--- config.mk ---
export PLATFORM = sky130hd
export DESIGN_NAME = sound_cmd_link_flat
export DESIGN_NICKNAME = d
export VERILOG_FILES = /design/src/rtl/sound_cmd_link_if.sv /design/src/rtl/sound_cmd_link.sv /design/src/flat_wrapper.sv
export SDC_FILE = /design/constraint.sdc
export NUM_CORES = 1
export LEC_CHECK = 0
export ABC_AREA = 1
export CORE_MARGIN = 2
export CORE_UTILIZATION = 35
export CTS_CLUSTER_DIAMETER = 30
export CTS_CLUSTER_SIZE = 14
export DETAILED_ROUTE_END_ITERATION = 8
export SYNTH_ARGS = -nofsm -noshare
export SYNTH_HDL_FRONTEND = slang
export SYNTH_SLANG_ARGS = --single-unit
--- constraint.sdc ---
create_clock -name clk_12 -period 1.8 [get_ports clk_12]
set_input_delay 0.36 -clock clk_12 [delete_from_list [all_inputs] [get_ports clk_12]]
set_output_delay 0.36 -clock clk_12 [all_outputs]
set_load 0.03 [all_outputs]
--- src/rtl/sound_cmd_link_if.sv ---
// Sound-bus mailbox interface between the main-board link and the sound board.
//   bus_address     : CPU address presented to the sound board
//   bus_data_out    : write data (valid when bus_read_nwrite=0)
//   bus_read_nwrite : 1 = read cycle, 0 = write cycle
//   bus_data_in     : read data returned by the sound board
// master = link side (sound_cmd_link), slave = sound board side.
interface sound_cmd_link_if;
  logic [15:0] bus_address;
  logic [7:0]  bus_data_out;
  logic        bus_read_nwrite;
  logic [7:0]  bus_data_in;

  modport master (
    output bus_address,
    output bus_data_out,
    output bus_read_nwrite,
    input  bus_data_in
  );

  modport slave (
    input  bus_address,
    input  bus_data_out,
    input  bus_read_nwrite,
    output bus_data_in
  );
endinterface

--- src/rtl/sound_cmd_link.sv ---
// Main-board end of the main/sound mailbox link.
// Buffers command bytes in a small FIFO and issues paced bus cycles
// (one cycle per ena period) on the sound mailbox:
//   write 0x4400 = SIN, read 0x4400 = SOUT, read 0x4401 = status
//   (bit7 SIN busy, bit6 SOUT full).
// Ports:
//   clk_12, reset      : clock, synchronous active-high reset
//   ena                : 1.5 MHz bus-rate strobe, bounds every bus cycle
//   cmd_data/valid/ready : command producer handshake
//   reply_data/valid/ack : last SOUT byte and its consumer handshake
//   bus                : sound_cmd_link_if master modport
//   cmd_pending        : FIFO non-empty or write in flight
//   timeout            : sticky command-drop flag
// Optional feature macro: SOUND_CMD_LINK_TIMEOUT_EN (busy-poll timeout that
// drops the FIFO head). Without it timeout is tied 0.
module sound_cmd_link #(
  parameter int unsigned CMD_DEPTH     = 4,
  parameter int unsigned POLL_GAP      = 3,
  parameter int unsigned TIMEOUT_POLLS = 255
) (
  input  logic                  clk_12,
  input  logic                  reset,
  input  logic                  ena,
  input  logic [7:0]            cmd_data,
  input  logic                  cmd_valid,
  output logic                  cmd_ready,
  output logic [7:0]            reply_data,
  output logic                  reply_valid,
  input  logic                  reply_ack,
  sound_cmd_link_if.master      bus,
  output logic                  cmd_pending,
  output logic                  timeout
);

  localparam int unsigned PW = $clog2(CMD_DEPTH);
  localparam int unsigned CW = PW + 1;
  localparam int unsigned GW = (POLL_GAP > 0) ? $clog2(POLL_GAP + 1) : 1;

  if (CMD_DEPTH < 2 || (CMD_DEPTH & (CMD_DEPTH - 1)) != 0 || TIMEOUT_POLLS == 0) begin : g_param_check
    $error("sound_cmd_link: CMD_DEPTH must be a power of two >= 2 and TIMEOUT_POLLS >= 1");
  end

  typedef enum logic [1:0] {IDLE, POLL, READ, WRITE} state_t;

  state_t        state, state_next;
  logic [GW-1:0] gap_cnt, gap_next;

  logic [7:0]    mem [CMD_DEPTH];
  logic [PW-1:0] wr_ptr, rd_ptr;
  logic [CW-1:0] count;
  logic          fifo_nonempty;
  logic          push, pop, drop;

  // ---------------- command FIFO ----------------
  assign fifo_nonempty = (count != '0);
  assign cmd_ready     = (count != CW'(CMD_DEPTH));
  assign push          = cmd_valid && cmd_ready;
  assign pop           = (ena && state == WRITE) || drop;
  assign cmd_pending   = fifo_nonempty || (state == WRITE);

  always_ff @(posedge clk_12) begin
    if (push) mem[wr_ptr] <= cmd_data;
  end

  always_ff @(posedge clk_12) begin
    if (reset) begin
      wr_ptr <= '0;
      rd_ptr <= '0;
      count  <= '0;
    end else begin
      if (push) wr_ptr <= wr_ptr + PW'(1);
      if (pop)  rd_ptr <= rd_ptr + PW'(1);
      case ({push, pop})
        2'b10:   count <= count + CW'(1);
        2'b01:   count <= count - CW'(1);
        default: count <= count;
      endcase
    end
  end

  // ---------------- FSM: state register ----------------
  always_ff @(posedge clk_12) begin
    if (reset) begin
      state   <= IDLE;
      gap_cnt <= '0;
    end else begin
      state   <= state_next;
      gap_cnt <= gap_next;
    end
  end

  // ---------------- FSM: next state ----------------
  // IDLE polls once the gap has counted down; a zero gap (after WRITE/READ or
  // reset) polls on the very next ena, which serves queued commands promptly.
  always_comb begin
    state_next = state;
    gap_next   = gap_cnt;
    if (ena) begin
      case (state)
        IDLE: begin
          if (gap_cnt == '0) state_next = POLL;
          else               gap_next   = gap_cnt - GW'(1);
        end
        POLL: begin
          if (bus.bus_data_in[6] && !reply_valid) begin
            state_next = READ;
          end else if (!bus.bus_data_in[7] && fifo_nonempty) begin
            state_next = WRITE;
          end else begin
            state_next = IDLE;
            gap_next   = GW'(POLL_GAP);
          end
        end
        READ: begin
          state_next = IDLE;
          gap_next   = '0;
        end
        WRITE: begin
          state_next = IDLE;
          gap_next   = '0;
        end
        default: state_next = IDLE;
      endcase
    end
  end

  // ---------------- FSM: bus outputs ----------------
  // Driven purely from the registered state, so they only move on ena edges.
  always_comb begin
    bus.bus_address     = 16'h0000;
    bus.bus_read_nwrite = 1'b1;
    bus.bus_data_out    = 8'h00;
    case (state)
      POLL:  bus.bus_address = 16'h4401;
      READ:  bus.bus_address = 16'h4400;
      WRITE: begin
        bus.bus_address     = 16'h4400;
        bus.bus_read_nwrite = 1'b0;
        bus.bus_data_out    = mem[rd_ptr];
      end
      default: ;
    endcase
  end

  // ---------------- reply register ----------------
  // A completing READ outranks a same-edge ack so the new byte is not lost.
  always_ff @(posedge clk_12) begin
    if (reset) begin
      reply_data  <= 8'h00;
      reply_valid <= 1'b0;
    end else if (ena && state == READ) begin
      reply_data  <= bus.bus_data_in;
      reply_valid <= 1'b1;
    end else if (reply_ack) begin
      reply_valid <= 1'b0;
    end
  end

  // ---------------- optional busy timeout ----------------
`ifdef SOUND_CMD_LINK_TIMEOUT_EN
  localparam int unsigned BW = (TIMEOUT_POLLS > 1) ? $clog2(TIMEOUT_POLLS + 1) : 1;

  logic [BW-1:0] busy_cnt;
  logic          timeout_q;
  logic          busy_poll;

  assign busy_poll = ena && state == POLL && bus.bus_data_in[7] && fifo_nonempty;
  assign drop      = busy_poll && (busy_cnt == BW'(TIMEOUT_POLLS - 1));
  assign timeout   = timeout_q;

  always_ff @(posedge clk_12) begin
    if (reset) begin
      busy_cnt  <= '0;
      timeout_q <= 1'b0;
    end else if (ena && state == WRITE) begin
      busy_cnt <= '0;
    end else if (drop) begin
      busy_cnt  <= '0;
      timeout_q <= 1'b1;
    end else if (busy_poll) begin
      busy_cnt <= busy_cnt + BW'(1);
    end
  end
`else
  assign drop    = 1'b0;
  assign timeout = 1'b0;
`endif

endmodule

--- src/flat_wrapper.sv ---
// flat-port wrapper written by rule: the top's interface ports become plain ports
module sound_cmd_link_flat 
#(
  parameter int unsigned CMD_DEPTH     = 4,
  parameter int unsigned POLL_GAP      = 3,
  parameter int unsigned TIMEOUT_POLLS = 255
)
  (clk_12, reset, ena, cmd_data, cmd_valid, cmd_ready, reply_data, reply_valid, reply_ack, cmd_pending, timeout, bus_bus_address, bus_bus_data_out, bus_bus_read_nwrite, bus_bus_data_in);
  sound_cmd_link_if bus_i ();
  input  logic clk_12;
  input  logic reset;
  input  logic ena;
  input  logic [7:0] cmd_data;
  input  logic cmd_valid;
  output logic cmd_ready;
  output logic [7:0] reply_data;
  output logic reply_valid;
  input  logic reply_ack;
  output logic cmd_pending;
  output logic timeout;
  output wire logic [$bits(bus_i.bus_address)-1:0] bus_bus_address;
  output wire logic [$bits(bus_i.bus_data_out)-1:0] bus_bus_data_out;
  output wire logic [$bits(bus_i.bus_read_nwrite)-1:0] bus_bus_read_nwrite;
  input wire logic [$bits(bus_i.bus_data_in)-1:0] bus_bus_data_in;
  assign bus_bus_address = bus_i.bus_address;
  assign bus_bus_data_out = bus_i.bus_data_out;
  assign bus_bus_read_nwrite = bus_i.bus_read_nwrite;
  assign bus_i.bus_data_in = bus_bus_data_in;
  sound_cmd_link #(.CMD_DEPTH(CMD_DEPTH), .POLL_GAP(POLL_GAP), .TIMEOUT_POLLS(TIMEOUT_POLLS)) u_core (.clk_12(clk_12), .reset(reset), .ena(ena), .cmd_data(cmd_data), .cmd_valid(cmd_valid), .cmd_ready(cmd_ready), .reply_data(reply_data), .reply_valid(reply_valid), .reply_ack(reply_ack), .bus(bus_i), .cmd_pending(cmd_pending), .timeout(timeout));
endmodule
Word level (Yosys, flattened, before mapping)
Memories as Yosys holds them, arrays and structs flattened. A register that Yosys moved wholly into a read port is not among the register bits.
Cells that the tools add are included.
{"block": "classes", "mux": 18, "n_reduce_logical": 16, "eq_ne": 10, "n_addsub": 5}
{"operator": "$pmux W15 S2", "n": 1}
{"operator": "$mux W2", "n": 8}
{"operator": "$pmux W2 S3", "n": 2}
{"operator": "$mux W8", "n": 1}
{"operator": "$eq A2 B2 Y1 const B", "n": 3}
{"operator": "$ne A2 B2 Y1 const B", "n": 3}
{"operator": "$pmux W3 S2", "n": 1}
{"operator": "$logic_and A1 B1 Y1", "n": 5}
{"operator": "$mux W1", "n": 5}
{"operator": "$add A2 B1 Y2 const B", "n": 2}
{"operator": "$eq A2 B1 Y1 const B", "n": 2}
{"operator": "$logic_not A2 Y1", "n": 2}
{"operator": "$reduce_and A4 Y1", "n": 1}
{"operator": "$reduce_bool A2 Y1", "n": 2}
{"operator": "$add A3 B1 Y3 const B", "n": 1}
{"operator": "$ne A3 B3 Y1 const B", "n": 1}
{"operator": "$reduce_bool A3 Y1", "n": 1}
{"operator": "$sub A3 B1 Y3 const B", "n": 1}
{"operator": "$logic_not A1 Y1", "n": 2}
{"operator": "$ne A2 B1 Y1 const B", "n": 1}
{"operator": "$reduce_and A2 Y1", "n": 1}
{"operator": "$reduce_or A2 Y1", "n": 1}
{"operator": "$sub A2 B1 Y2 const B", "n": 1}
{"operator": "$logic_or A1 B1 Y1", "n": 1}
{"block": "word_totals", "ramBits": 32, "inputBits": 21, "n_memories": 1, "ff_bits": 20}
{"name": "u_core.mem", "depth": 4, "width": 8, "rd": 1, "rd_clocked_by_memory_dff": 1, "wr": 1, "line": "sound_cmd_link.sv:48", "source": "logic [7:0] mem [CMD_DEPTH];"}

Logic depth before layout (Yosys ltp)
{"block": "logic_depth", "word_depth": 5, "depth_mapped": 11}

Least setup slack after synthesis
Ideal clock, no wire load.
{"block": "synth_path", "path_type": "register to register", "startpoint": "register u_core.count[0]", "endpoint": "register u_core.count[2]", "setup_slack_ns": -0.340, "t_required_ns": 1.687, "t_arrival_ns": 2.027, "path_stages_with_launch": 11, "setup_time_ns": 0.113, "synth_period_minus_slack_ns": 2.140, "cell_sequence": "dfxtp_1 -> inv_1 -> nand3_1 -> nand2_1 -> ha_1 -> inv_1 -> fa_1 -> a21oi_1 -> o21ai_0 -> nor2_1 -> nor2_1"}
{"block": "synth_via", "elab_chain_cells": 4, "elab_cells_between_ends": 8, "classes_between": "add/sub: 2; eq/ne: 3; mux: 1; reduce/logical: 2"}
{"item": "from (decl)", "line": "sound_cmd_link.sv:50", "source": "logic [CW-1:0] count;"}
{"item": "from (signal assigned)", "line": "sound_cmd_link.sv:74", "source": "2'b10: count <= count + CW'(1);"}
{"item": "from (signal assigned)", "line": "sound_cmd_link.sv:75", "source": "2'b01: count <= count - CW'(1);"}
{"item": "from (signal assigned)", "line": "sound_cmd_link.sv:76", "source": "default: count <= count;"}
{"item": "$ne A3 B3 Y1 (*)", "line": "sound_cmd_link.sv:56", "source": "assign cmd_ready = (count != CW'(CMD_DEPTH));"}
{"item": "named net cmd_ready", "line": "flat_wrapper.sv:15", "source": "output logic cmd_ready;"}
{"item": "$logic_and A1 B1 Y1 (*)", "line": "sound_cmd_link.sv:57", "source": "assign push = cmd_valid && cmd_ready;"}
{"item": "$eq A2 B1 Y1 or $eq A2 B2 Y1 (tied branches)", "line": "sound_cmd_link.sv:73", "source": "case ({push, pop})"}
{"item": "$pmux W3 S2 or $reduce_bool A2 Y1 (tied branches)"}
Mark *: on every way through the listed nets, which the timed path passes. The rest lies on a longest branch.
A chain may end at the register's enable or synchronous reset.

==> flow_summary.toml <==
[die]
ios = 58
die_w_um = 86.0
core-area_sq_mm = 0.00642
initial_utilization_pct = 36.7
die_h_um = 86.0
core.rowCount = 29
die_area_sq_mm = 0.00740

[logic_synthesis]
synth.distinct_cells = 20
syn_inst = 250
synth_warnings = 0
mappedNetlistArea_sq_mm = 0.00236
synth-seq-cells = 54
ys_seq_area_share_pct = 59.5
syn_area_per_cell_sq_um = 9.42

[clock_network]
htree_levels = 2
cts_inserted_buffers = 5
root_buffer = "clkbuf_8"
cts_tree = "yes"
holdBufCountCts = 0
cts.path.max_buffers = 2
clock-sinks = 54
worstSkewPairLatency_ns = 0.30
clk_pin_slew_ns = 0.10

[hold_path]
holdCritPathClass = "flip-flop to flip-flop"
holdPathStages = 2
min_to = "u_core.reply_valid"
holdCritStartpoint = "u_core.reply_valid"

[worst_setup_path]
reg2reg_depth = 11
required_ns = 1.44
r2r_setup_slack_ns = 0.14
rr_startpoint = "u_core.count[1]"
arrival_ns = 1.38
crit_path_end_kind = "output pin"
critPathKind = "flip-flop to output pin"
start_kind = "flip-flop"
r2r_end = "u_core.count[2]"
worst-path-max-fanout = 16

[sta]
setup_viol = 0
period_share_pct = 96.9
fin_ws_ns = 0.0563
holdWs_ns = 0.490
setup_tns_ns = 0
min_period_ns = 1.74
finClkSkew_ns = 0.00763
rsz0062_at_grt = "yes"
final-hold-violation-count = 0
max_freq_mhz = 573
drv_slew = 0

[power]
ir_drop_mv = 0.401
power.density_mw_per_mm2 = 862
p_leak_uw = 0.00127
p_total_uw = 2690

[layout]
nets = 343
diodes = 0
drive_above_1_share_pct = 19.0
fillCellCount = 628
final_cell_mix = "62 x nor2_1, 32 x edfxtp_1, 31 x buf_4"
fin_area_sq_mm = 0.00312
multi_input_area_sq_um = 816
seqCellArea_sq_mm = 0.00141
layout_commonest_cell = "nor2_1"
area_growth_pct = 32.2

[global_routing]
grt_max_degree = 17
grt-ovfl-total = 0
grtUsageTotal_pct = 13.0
grt_pass1_vias = 1645
grt_pass1_wl_um = 7350
antenna_found_initial = 0

[routing]
routed_wirelength_um = 4550
first_iter_violations = 70
firstDrtPassIters = 4
ant_nets = 0
routed_via_density = 4.44
wl_per_cell_um = 11.6
route.vias.total = 1744
drt_drc_violations_left = 0

[run_status]
status = "completed"

[placed_design]
place_ws_ns = -0.449
place_hpwl_um = 3270
post_dp_cell_area_sq_mm = 0.00295
gp_congestion = 0.736
port_buffers = 43

[job]
maxCapViolCount = 0
## report_power, final
group | total [uW] | internal (uW) | switching, uW | leakage [uW]
registers | 1400 | 1380 | 28.4 | 0.000474
logic | 484 | 189 | 295 | 0.000747
clock network | 797 | 415 | 382 | 0.0000514
## metal layers
layer | vias to the layer above | share of wire [%] | GRT usage, %
li1 | 914 | - | -
met1 | 768 | 44 | 15.8
met2 | 55 | 49 | 22.4
met3 | 7 | 5.7 | 2.50
met4 | 0 | 1.6 | 5.63
met5 | - | 0 | 0
## cell type report
class,count,share of cell area (%)
repair buffers,66,18.9
flip-flops and latches,54,45.1
clock buffers,6,2.33
multi-input cells,163,26.2
inverters,25,3.17
well taps,77,3.09
clock inverters,2,1.20
## flip-flops by register name, summed over array words and instances (netlist names), named ones only
| signal | count |
|---|---|
| u_core.count | 3 |
| u_core.gap_cnt | 2 |
| u_core.mem | 32 |
| u_core.rd_ptr | 2 |
| u_core.reply_data | 8 |
| u_core.reply_valid | 1 |
| u_core.state | 2 |
| u_core.wr_ptr | 2 |
## through the flow
| stage | instances | util, % |
|---|---|---|
| after global placement | 384 | 46.0 |
| after global routing | 393 | 48.5 |
| after detailed placement | 384 | 46.0 |
| final | 393 | 48.5 |
| after floorplan | 263 | - |
| after CTS | 393 | 47.9 |
## timing repair
item,CTS,global route
gates resized for setup,10,20
setup buffers,1,0
pin swaps,2,12
endpoints found under the setup margin,13,11
## worst max-delay path: stages, from the launching register on
cell and delay [ns]:
dfxtp_4 0.37, buf_8 0.14, inv_6 0.11, o21ai_1 0.09, a21oi_1 0.18, buf_4 0.19
## cell families after synthesis
logic type	count (synthesis)	share of synthesized area (%)
simple gates	90	15.2
compound gates	51	10.8
flops	54	59.5
buf+inv	46	9.88
xor+xnor	1	0.372
fa+ha+maj	7	4.04
other cells	1	0.159
## worst max path at each step
stage / end / slack (ns) / startpoint / cells past startpoint
floorplan: u_core.count[2] / 0.04 / u_core.count[0] / 10
finish: bus_bus_data_out[3] / 0.06 / flip-flop / 5
global placement: u_core.count[2] / -0.36 / ena / 10
CTS: u_core.count[2] / 0.02 / ena / 11
detailed placement: u_core.count[2] / -0.45 / ena / 11
global route: bus_bus_data_out[3] / -0.06 / flip-flop / 6
## synthesized netlist by cell type (all sizes together)
cell | n | area share [%]
dfxtp | 22 | 19
ha | 6 | 3.2
clkbuf | 3 | 0.48
nand2 | 17 | 2.7
edfxtp | 32 | 41
buf | 18 | 5.4
conb | 1 | 0.16
or2 | 1 | 0.27
inv | 25 | 4.0
fa | 1 | 0.85
a21oi | 20 | 4.2
nand3 | 3 | 0.64
nor2 | 68 | 11
o21ai | 31 | 6.6
xnor2 | 1 | 0.37
nand4 | 1 | 0.27
Note: power is estimated with default switching activity, not from simulation.
